## config.mk

```make
export PLATFORM = sky130hd
export DESIGN_NAME = sdp_bram_be
export DESIGN_NICKNAME = d
export VERILOG_FILES = /design/src/rtl/mem_pkg.sv /design/src/rtl/sdp_rd_pipe.sv /design/src/rtl/sdp_bram_be.sv
export SDC_FILE = /design/constraint.sdc
export NUM_CORES = 2
export LEC_CHECK = 0
export ABC_CLOCK_PERIOD_IN_PS = 2000
export CAP_MARGIN = 30
export CORE_MARGIN = 2
export CORE_UTILIZATION = 55
export CTS_CLUSTER_DIAMETER = 100
export DETAILED_ROUTE_END_ITERATION = 8
export GPL_ROUTABILITY_DRIVEN = 0
export PLACE_DENSITY = 0.69
export SLEW_MARGIN = 0
export SYNTH_ARGS = -nofsm -noshare
export SYNTH_HDL_FRONTEND = slang
export SYNTH_SLANG_ARGS = --single-unit
```

## constraint.sdc

```tcl
create_clock -name clk -period 2 [get_ports clk]
set_input_delay 0.2 -clock clk [delete_from_list [all_inputs] [get_ports clk]]
set_output_delay 0.2 -clock clk [all_outputs]
set_load 0.02 [all_outputs]
```

## src/rtl/mem_pkg.sv

```systemverilog
// Shared helpers for the byte-enabled SDP RAM: lane-wise merge of a new word into an old word.
// Used by the RAM's write-first bypass path (SDP_BYPASS_EN) and by the verification model.
package mem_pkg;

  localparam int unsigned MAX_DW = 1024;
  localparam int unsigned MAX_NB = 1024;

  // Bits whose lane (bit / bw) is enabled take new_w; all others keep old_w.
  function automatic logic [MAX_DW-1:0] be_merge(
    input logic [MAX_DW-1:0] old_w,
    input logic [MAX_DW-1:0] new_w,
    input logic [MAX_NB-1:0] be,
    input int unsigned       bw = 8
  );
    logic [MAX_DW-1:0] res;
    res = old_w;
    for (int unsigned i = 0; i < MAX_DW; i++) begin
      if (be[i / bw]) res[i] = new_w[i];
    end
    return res;
  endfunction

endpackage

```

## src/rtl/sdp_rd_pipe.sv

```systemverilog
// Read-result register chain: STAGES data+valid stages with asynchronous active-low reset.
// Data stages load only alongside a valid, so the output holds its last result between reads.
module sdp_rd_pipe #(
  parameter int DW     = 64,
  parameter int STAGES = 1
) (
  input  logic          i_clk,
  input  logic          i_rst_n,
  input  logic          i_valid,
  input  logic [DW-1:0] i_data,
  output logic          o_valid,
  output logic [DW-1:0] o_data
);

  logic [DW-1:0]     r_data [STAGES];
  logic [STAGES-1:0] r_valid;

  always_ff @(posedge i_clk or negedge i_rst_n) begin
    if (!i_rst_n) begin
      r_valid <= '0;
      for (int s = 0; s < STAGES; s++) r_data[s] <= '0;
    end else begin
      r_valid[0] <= i_valid;
      if (i_valid) r_data[0] <= i_data;
      for (int s = 1; s < STAGES; s++) begin
        r_valid[s] <= r_valid[s-1];
        if (r_valid[s-1]) r_data[s] <= r_data[s-1];
      end
    end
  end

  assign o_valid = r_valid[STAGES-1];
  assign o_data  = r_data[STAGES-1];

endmodule

```

## src/rtl/sdp_bram_be.sv

```systemverilog
// Simple dual-port RAM with per-byte write enables and a 1- or 2-cycle registered read.
// Macro SDP_BYPASS_EN selects write-first on a same-address collision; read-first otherwise.
module sdp_bram_be
  import mem_pkg::*;
#(
  parameter int ADDR_WIDTH = 6,
  parameter int DATA_WIDTH = 64,
  parameter int BYTE_WIDTH = 8,
  parameter int RD_LATENCY = 1
) (
  input  logic                           clk,
  input  logic                           rst_n,
  input  logic [ADDR_WIDTH-1:0]          wa,
  input  logic                           we,
  input  logic [DATA_WIDTH/BYTE_WIDTH-1:0] wbe,
  input  logic [DATA_WIDTH-1:0]          wd,
  input  logic [ADDR_WIDTH-1:0]          ra,
  input  logic                           re,
  output logic [DATA_WIDTH-1:0]          rd,
  output logic                           rvalid
);

  localparam int NB    = DATA_WIDTH / BYTE_WIDTH;
  localparam int DEPTH = 1 << ADDR_WIDTH;

  if (DATA_WIDTH % BYTE_WIDTH != 0) begin : g_err_bw
    $error("sdp_bram_be: DATA_WIDTH must be a multiple of BYTE_WIDTH");
  end
  if (RD_LATENCY != 1 && RD_LATENCY != 2) begin : g_err_lat
    $error("sdp_bram_be: RD_LATENCY must be 1 or 2");
  end
  if (DATA_WIDTH > MAX_DW) begin : g_err_dw
    $error("sdp_bram_be: DATA_WIDTH exceeds mem_pkg::MAX_DW");
  end

  logic [DATA_WIDTH-1:0] r_mem [DEPTH];
  logic                  w_wr_en;
  logic [DATA_WIDTH-1:0] w_rd_word;

  // Writes are gated off while reset is held; the array itself is never reset.
  assign w_wr_en = we & rst_n;

  always_ff @(posedge clk) begin
    for (int i = 0; i < NB; i++) begin
      if (w_wr_en && wbe[i]) r_mem[wa][i*BYTE_WIDTH +: BYTE_WIDTH] <= wd[i*BYTE_WIDTH +: BYTE_WIDTH];
    end
  end

`ifdef SDP_BYPASS_EN
  logic w_collide;
  assign w_collide = w_wr_en && re && (wa == ra);
  assign w_rd_word = w_collide
    ? DATA_WIDTH'(be_merge(MAX_DW'(r_mem[ra]), MAX_DW'(wd), MAX_NB'(wbe), BYTE_WIDTH))
    : r_mem[ra];
`else
  assign w_rd_word = r_mem[ra];
`endif

  sdp_rd_pipe #(
    .DW     (DATA_WIDTH),
    .STAGES (RD_LATENCY)
  ) u_rd_pipe (
    .i_clk   (clk),
    .i_rst_n (rst_n),
    .i_valid (re),
    .i_data  (w_rd_word),
    .o_valid (rvalid),
    .o_data  (rd)
  );

endmodule

```

After elaboration in Yosys (flattened, before gate mapping):

Memories as Yosys holds them, arrays and structs flattened. A register that Yosys moved wholly into a read port is not among the register bits.
Cells that the tools add are included.
Widths: inputs -> output; s select.

* bits in registers: 1
* bits in latches: 0
* bits in writable memories: 4096
* bits in read-only memories: 0
* input port bits: 88
* memories: 1

* add/sub/neg operators: 0
* multiply operators: 0
* div/mod/pow operators: 0
* $lt $le $gt $ge: 0
* equality and inequality tests: 0
* shift-type cells: 0
* mux-type cells: 16
* bitwise gates (word level): 1
* reduce and logical (&&, ||, !) cells: 9

Memory list
* r_mem: words 64, width 64, read ports 1, clocked after Yosys merged registers in 1, write ports 1, RTL line sdp_bram_be.sv:36 `logic [DATA_WIDTH-1:0] r_mem [DEPTH];`

Operators by type and width (number)
* $mux 1: 16
* $logic_and 1x1->1: 8
* $and 1x1->1: 1
* $logic_not 1->1: 1

Logic depth before layout (Yosys ltp):

* word-level depth: 4
* depth in mapped cells: 10

Hierarchy:

From an unflattened synthesis, not the netlist that was laid out.

* cell total of the unflattened synthesis: 7146
* area, all modules: 159427.9 µm²

Modules (own cells, without submodules)
* sdp_bram_be: times used 1, cells an instance 7010, area an instance 156724.1 µm², seq. area each 122998.0 µm²
* sdp_rd_pipe: times used 1, cells an instance 136, area an instance 2703.8 µm², seq. area each 1626.6 µm²

Worst setup path before layout:

No wires, ideal clock.

* path kind: input to register
* from: input wa[4]
* to: memory r_mem[18][0] (enable)
* library setup time: 0.371 ns
* arrival time: 1.648 ns
* slack: -0.019 ns
* stages: 4
* buffers on the path: 1
* cell sequence: clkbuf_1 -> nor3b_1 -> nand2_1 -> nor2_1

RTL lines
* start: declaration: RTL line sdp_bram_be.sv:13 `input logic [ADDR_WIDTH-1:0] wa,`
* end: declaration: RTL line sdp_bram_be.sv:36

Straight into the memory's write port.

==> impl_metrics.env <==
export IMPL_synth_compound_area_share_pct=4.11
export IMPL_die_y_um=543
export IMPL_fill_cells=18433
export IMPL_post_cts_buffers=0
export IMPL_synth_edf_count=4096
export IMPL_drv_cap=0
export IMPL_cp_num_buf_inv=1
export IMPL_final_hold_violation_count=0
export IMPL_path_cells="mux4_2, a22oi_1, a21oi_2, buf_4, a21oi_1, nand2_1"
export IMPL_wl_um=435000
export IMPL_crit_start="r_mem[63][61]$_DFFE_PP_"
export IMPL_fin_crit_sh_pct=100
export IMPL_critical_path_top_delay_family="compound AO/OA/AOI/OAI gates"
export IMPL_yosysTopAreaCell="edfxtp_1"
export IMPL_path_clk_slew_ns=0.06
export IMPL_post_synth_cell_area_avg_um2=19.9
export IMPL_hpwl_um=284000
export IMPL_clock_sinks=4161
export IMPL_synthMuxAreaShare_pct=13.8
export IMPL_layout_min_cycle_time_ns=2.00
export IMPL_fmax_mhz=500
export IMPL_grt_max_degree=65
export IMPL_vias=86790
export IMPL_reg2reg_depth=6
export IMPL_dp_cells=12892
export IMPL_drive_gt1_share_pct=27.5
export IMPL_grt_overflow=0
export IMPL_stdcell_count=13741
export IMPL_worst_pin_slew_ns=1.05
export IMPL_outcome="finished clean"
export IMPL_nets=9576
export IMPL_end_kind="register"
export IMPL_yosys_register_bits=4161
export IMPL_clock_skew_ns=0.0612
export IMPL_worstReg2RegStart="r_mem[63][61]$_DFFE_PP_"
export IMPL_fp_row_count=197
export IMPL_post_drt_wl_per_cell_um=31.6
export IMPL_setup_tns_ns=0
export IMPL_dr_pass1_iters=6
export IMPL_max_slew_margin_pct=29.9
export IMPL_p_leak_nw=65.1
export IMPL_dr_first_iter_drc_count=10947
export IMPL_dieArea_mm2=0.295
export IMPL_area_delta_synth_final_pct=19.6
export IMPL_synth_xor_xnor_area_share_pct=0
export IMPL_final_max_slew_violation_count=0
export IMPL_arrival_ns=2.83
export IMPL_synth_ff_type="edfxtp_1"
export IMPL_seq_area_mm2=0.125
export IMPL_h_tree_depth=5
export IMPL_cts_buffers=406
export IMPL_setup_viol=0
export IMPL_drc=0
export IMPL_viasPerCell=6.32
export IMPL_synth_simple_gate_area_share_pct=2.65
export IMPL_synth_top_family_by_area="multiplexers"
export IMPL_clockBufferDepth=4
export IMPL_cts_tree="built"
export IMPL_crit_cells=6
export IMPL_synth_area_leaders="edfxtp_1 (77%), mux4_2 (9.0%), mux2i_1 (4.8%), nor2_1 (1.4%), a22oi_1 (1.2%)"
export IMPL_startpoint_type="register"
export IMPL_ys_async_sr_fraction_pct=1.56
export IMPL_antenna_found_initial=44
export IMPL_timing_rr_end="u_rd_pipe.o_data[61]$_DFFE_PN0P_"
export IMPL_path_class="register to register"
export IMPL_synth_area_mm2=0.160
export IMPL_grt_usage_pct=29.4
export IMPL_initial_core_util_pct=55.4
export IMPL_cp_required_ns=2.83
export IMPL_io_buffers=152
export IMPL_synthAdderAreaFrac_pct=0
export IMPL_ir_worst_vdd_mv=0.782
export IMPL_yosysWarnings=0
export IMPL_pin_count=153
export IMPL_powerDensity_mw_per_mm2=959
export IMPL_synthesis_nets=8111
export IMPL_synth_distinct_cells=33
export IMPL_cts_root_buf="clkbuf_16"
export IMPL_clk_latency_ns=1.00
export IMPL_drtAntennaViolNets=0
export IMPL_ys_seq_area_share_pct=78.0
export IMPL_core_area_mm2=0.289
export IMPL_r2r_slack_ns=0.0003
export IMPL_grt_pass1_wl_um=617000
export IMPL_fin_util_pct=66.2
export IMPL_die_x_um=543
export IMPL_postSynthCellCount=8023
export IMPL_grt_pass1_vias=86755
export IMPL_whs_ns=0.0396
export IMPL_worstPathMaxFanout=1
export IMPL_multi_input_area_mm2=0.0331
export IMPL_yosysTopAreaCellShare_pct=77.0
export IMPL_endpoint="u_rd_pipe.o_data[61]$_DFFE_PN0P_"
export IMPL_cpMaxStageDelayCell="mux4_2"
export IMPL_min_path_type="primary input to register"
export IMPL_critPathMaxStageDelay_ns=0.49
cell usage in the layout (no fill, tap or decap), types with 63 or more instances in the layout:
| cell type | n |
|---|---|
| edfxtp_1 | 4096 |
| buf_4 | 1069 |
| mux2i_1 | 768 |
| mux4_2 | 640 |
| nor2_1 | 578 |
| clkbuf_16 | 410 |
| buf_12 | 258 |
| a22oi_1 | 256 |
| nand2_1 | 241 |
| o22ai_1 | 192 |
| a221oi_1 | 128 |
| o21ai_0 | 128 |
| a21oi_1 | 126 |
| clkinv_2 | 80 |
| clkinv_1 | 79 |
| clkbuf_1 | 68 |
| dlygate4sd3_1 | 66 |
| o22a_1 | 64 |
| o211ai_1 | 64 |
| buf_2 | 64 |
| nor4_1 | 63 |
synthesized netlist by cell type (24+ instances only):
master / count
o22a_1: 64
o211ai_1: 64
buf_2: 165
clkbuf_1: 243
o22ai_1: 192
o21ai_0: 128
nand2_1: 267
a221oi_1: 128
edfxtp_1: 4096
buf_1: 24
nor2_1: 580
mux4_2: 640
nor2b_1: 66
dfrtp_1: 65
buf_4: 38
mux2i_1: 768
a22oi_1: 256
a21oi_1: 128
nor4_1: 64
worst min path at each step:
| stage | start | endpoint | slack (ns) | cells past startpoint |
|---|---|---|---|---|
| 2_1_floorplan | rst_n | u_rd_pipe.o_data[0]$_DFFE_PN0P_ | -0.1 | 0 |
| 3_3_place_gp | rst_n | u_rd_pipe.o_data[1]$_DFFE_PN0P_ | 0.35 | 2 |
| 3_5_place_dp | rst_n | u_rd_pipe.o_data[0]$_DFFE_PN0P_ | 0.35 | 2 |
| 4_1_cts | wd[38] | r_mem[15][38]$_DFFE_PP_ | 0.04 | 2 |
| 5_1_grt | wd[6] | r_mem[44][6]$_DFFE_PP_ | 0.02 | 2 |
| 6_report | wd[6] | r_mem[44][6]$_DFFE_PP_ | 0.04 | 2 |
cells by family after synthesis:
group / after synthesis
DFF: 4161
and+or+nand+nor: 1008
muxes: 1408
buffers and inverters: 486
AOI/OAI and AO/OA: 960
worst register-to-register path, stage by stage, from the launching register on:
cell and delay [ns]:
edfxtp_1 0.38, mux4_2 0.49, a22oi_1 0.34, a21oi_2 0.16, buf_4 0.16, a21oi_1 0.26, nand2_1 0.09
where the power goes:
group | switching (W) | internal, W | total (W)
Sequential | 0.000320 | 0.0961 | 0.0964
Combinational | 0.00623 | 0.00403 | 0.0103
Clock | 0.0326 | 0.0442 | 0.0767
cell type report:
| class | instances | share of cell area [%] |
|---|---|---|
| flip-flops and latches | 4161 | 65.2 |
| multi-input cells | 3376 | 17.3 |
| repair buffers | 1543 | 7.87 |
| clock buffers | 492 | 5.60 |
| well taps | 3880 | 2.54 |
| clock inverters | 251 | 1.42 |
| diodes | 38 | 0.0497 |
what timing repair did:
item | 4_1_cts | 5_1_grt
endpoints found under the hold margin | 3578 | 0
setup endpoints to repair | 65 | 4
gates resized for setup | 125 | 4
hold buffers | 66 | 0
metal layers:
metal	routed length, um	GRT usage (%)
met1	164000	39.7
met2	206000	45.8
met3	44800	6.97
met4	20400	13.6
met5	130	0
state kept, by name, indices dropped and copies added (netlist names):
register and cells:
r_mem 4096, u_rd_pipe.o_data 64, u_rd_pipe.o_valid 1
metrics by stage:
stage	total power [W]	cell area (um^2)	worst slack, ns
6_report	0.183	191000	0.000301
3_5_place_dp	0.108	177000	-0.798
2_1_floorplan	0.103	160000	-0.0148
5_1_grt	0.188	191000	-0.000272
4_1_cts	0.184	191000	0.000463
3_3_place_gp	0.108	177000	-0.752
No activity file was read; power rests on OpenSTA's default activity.
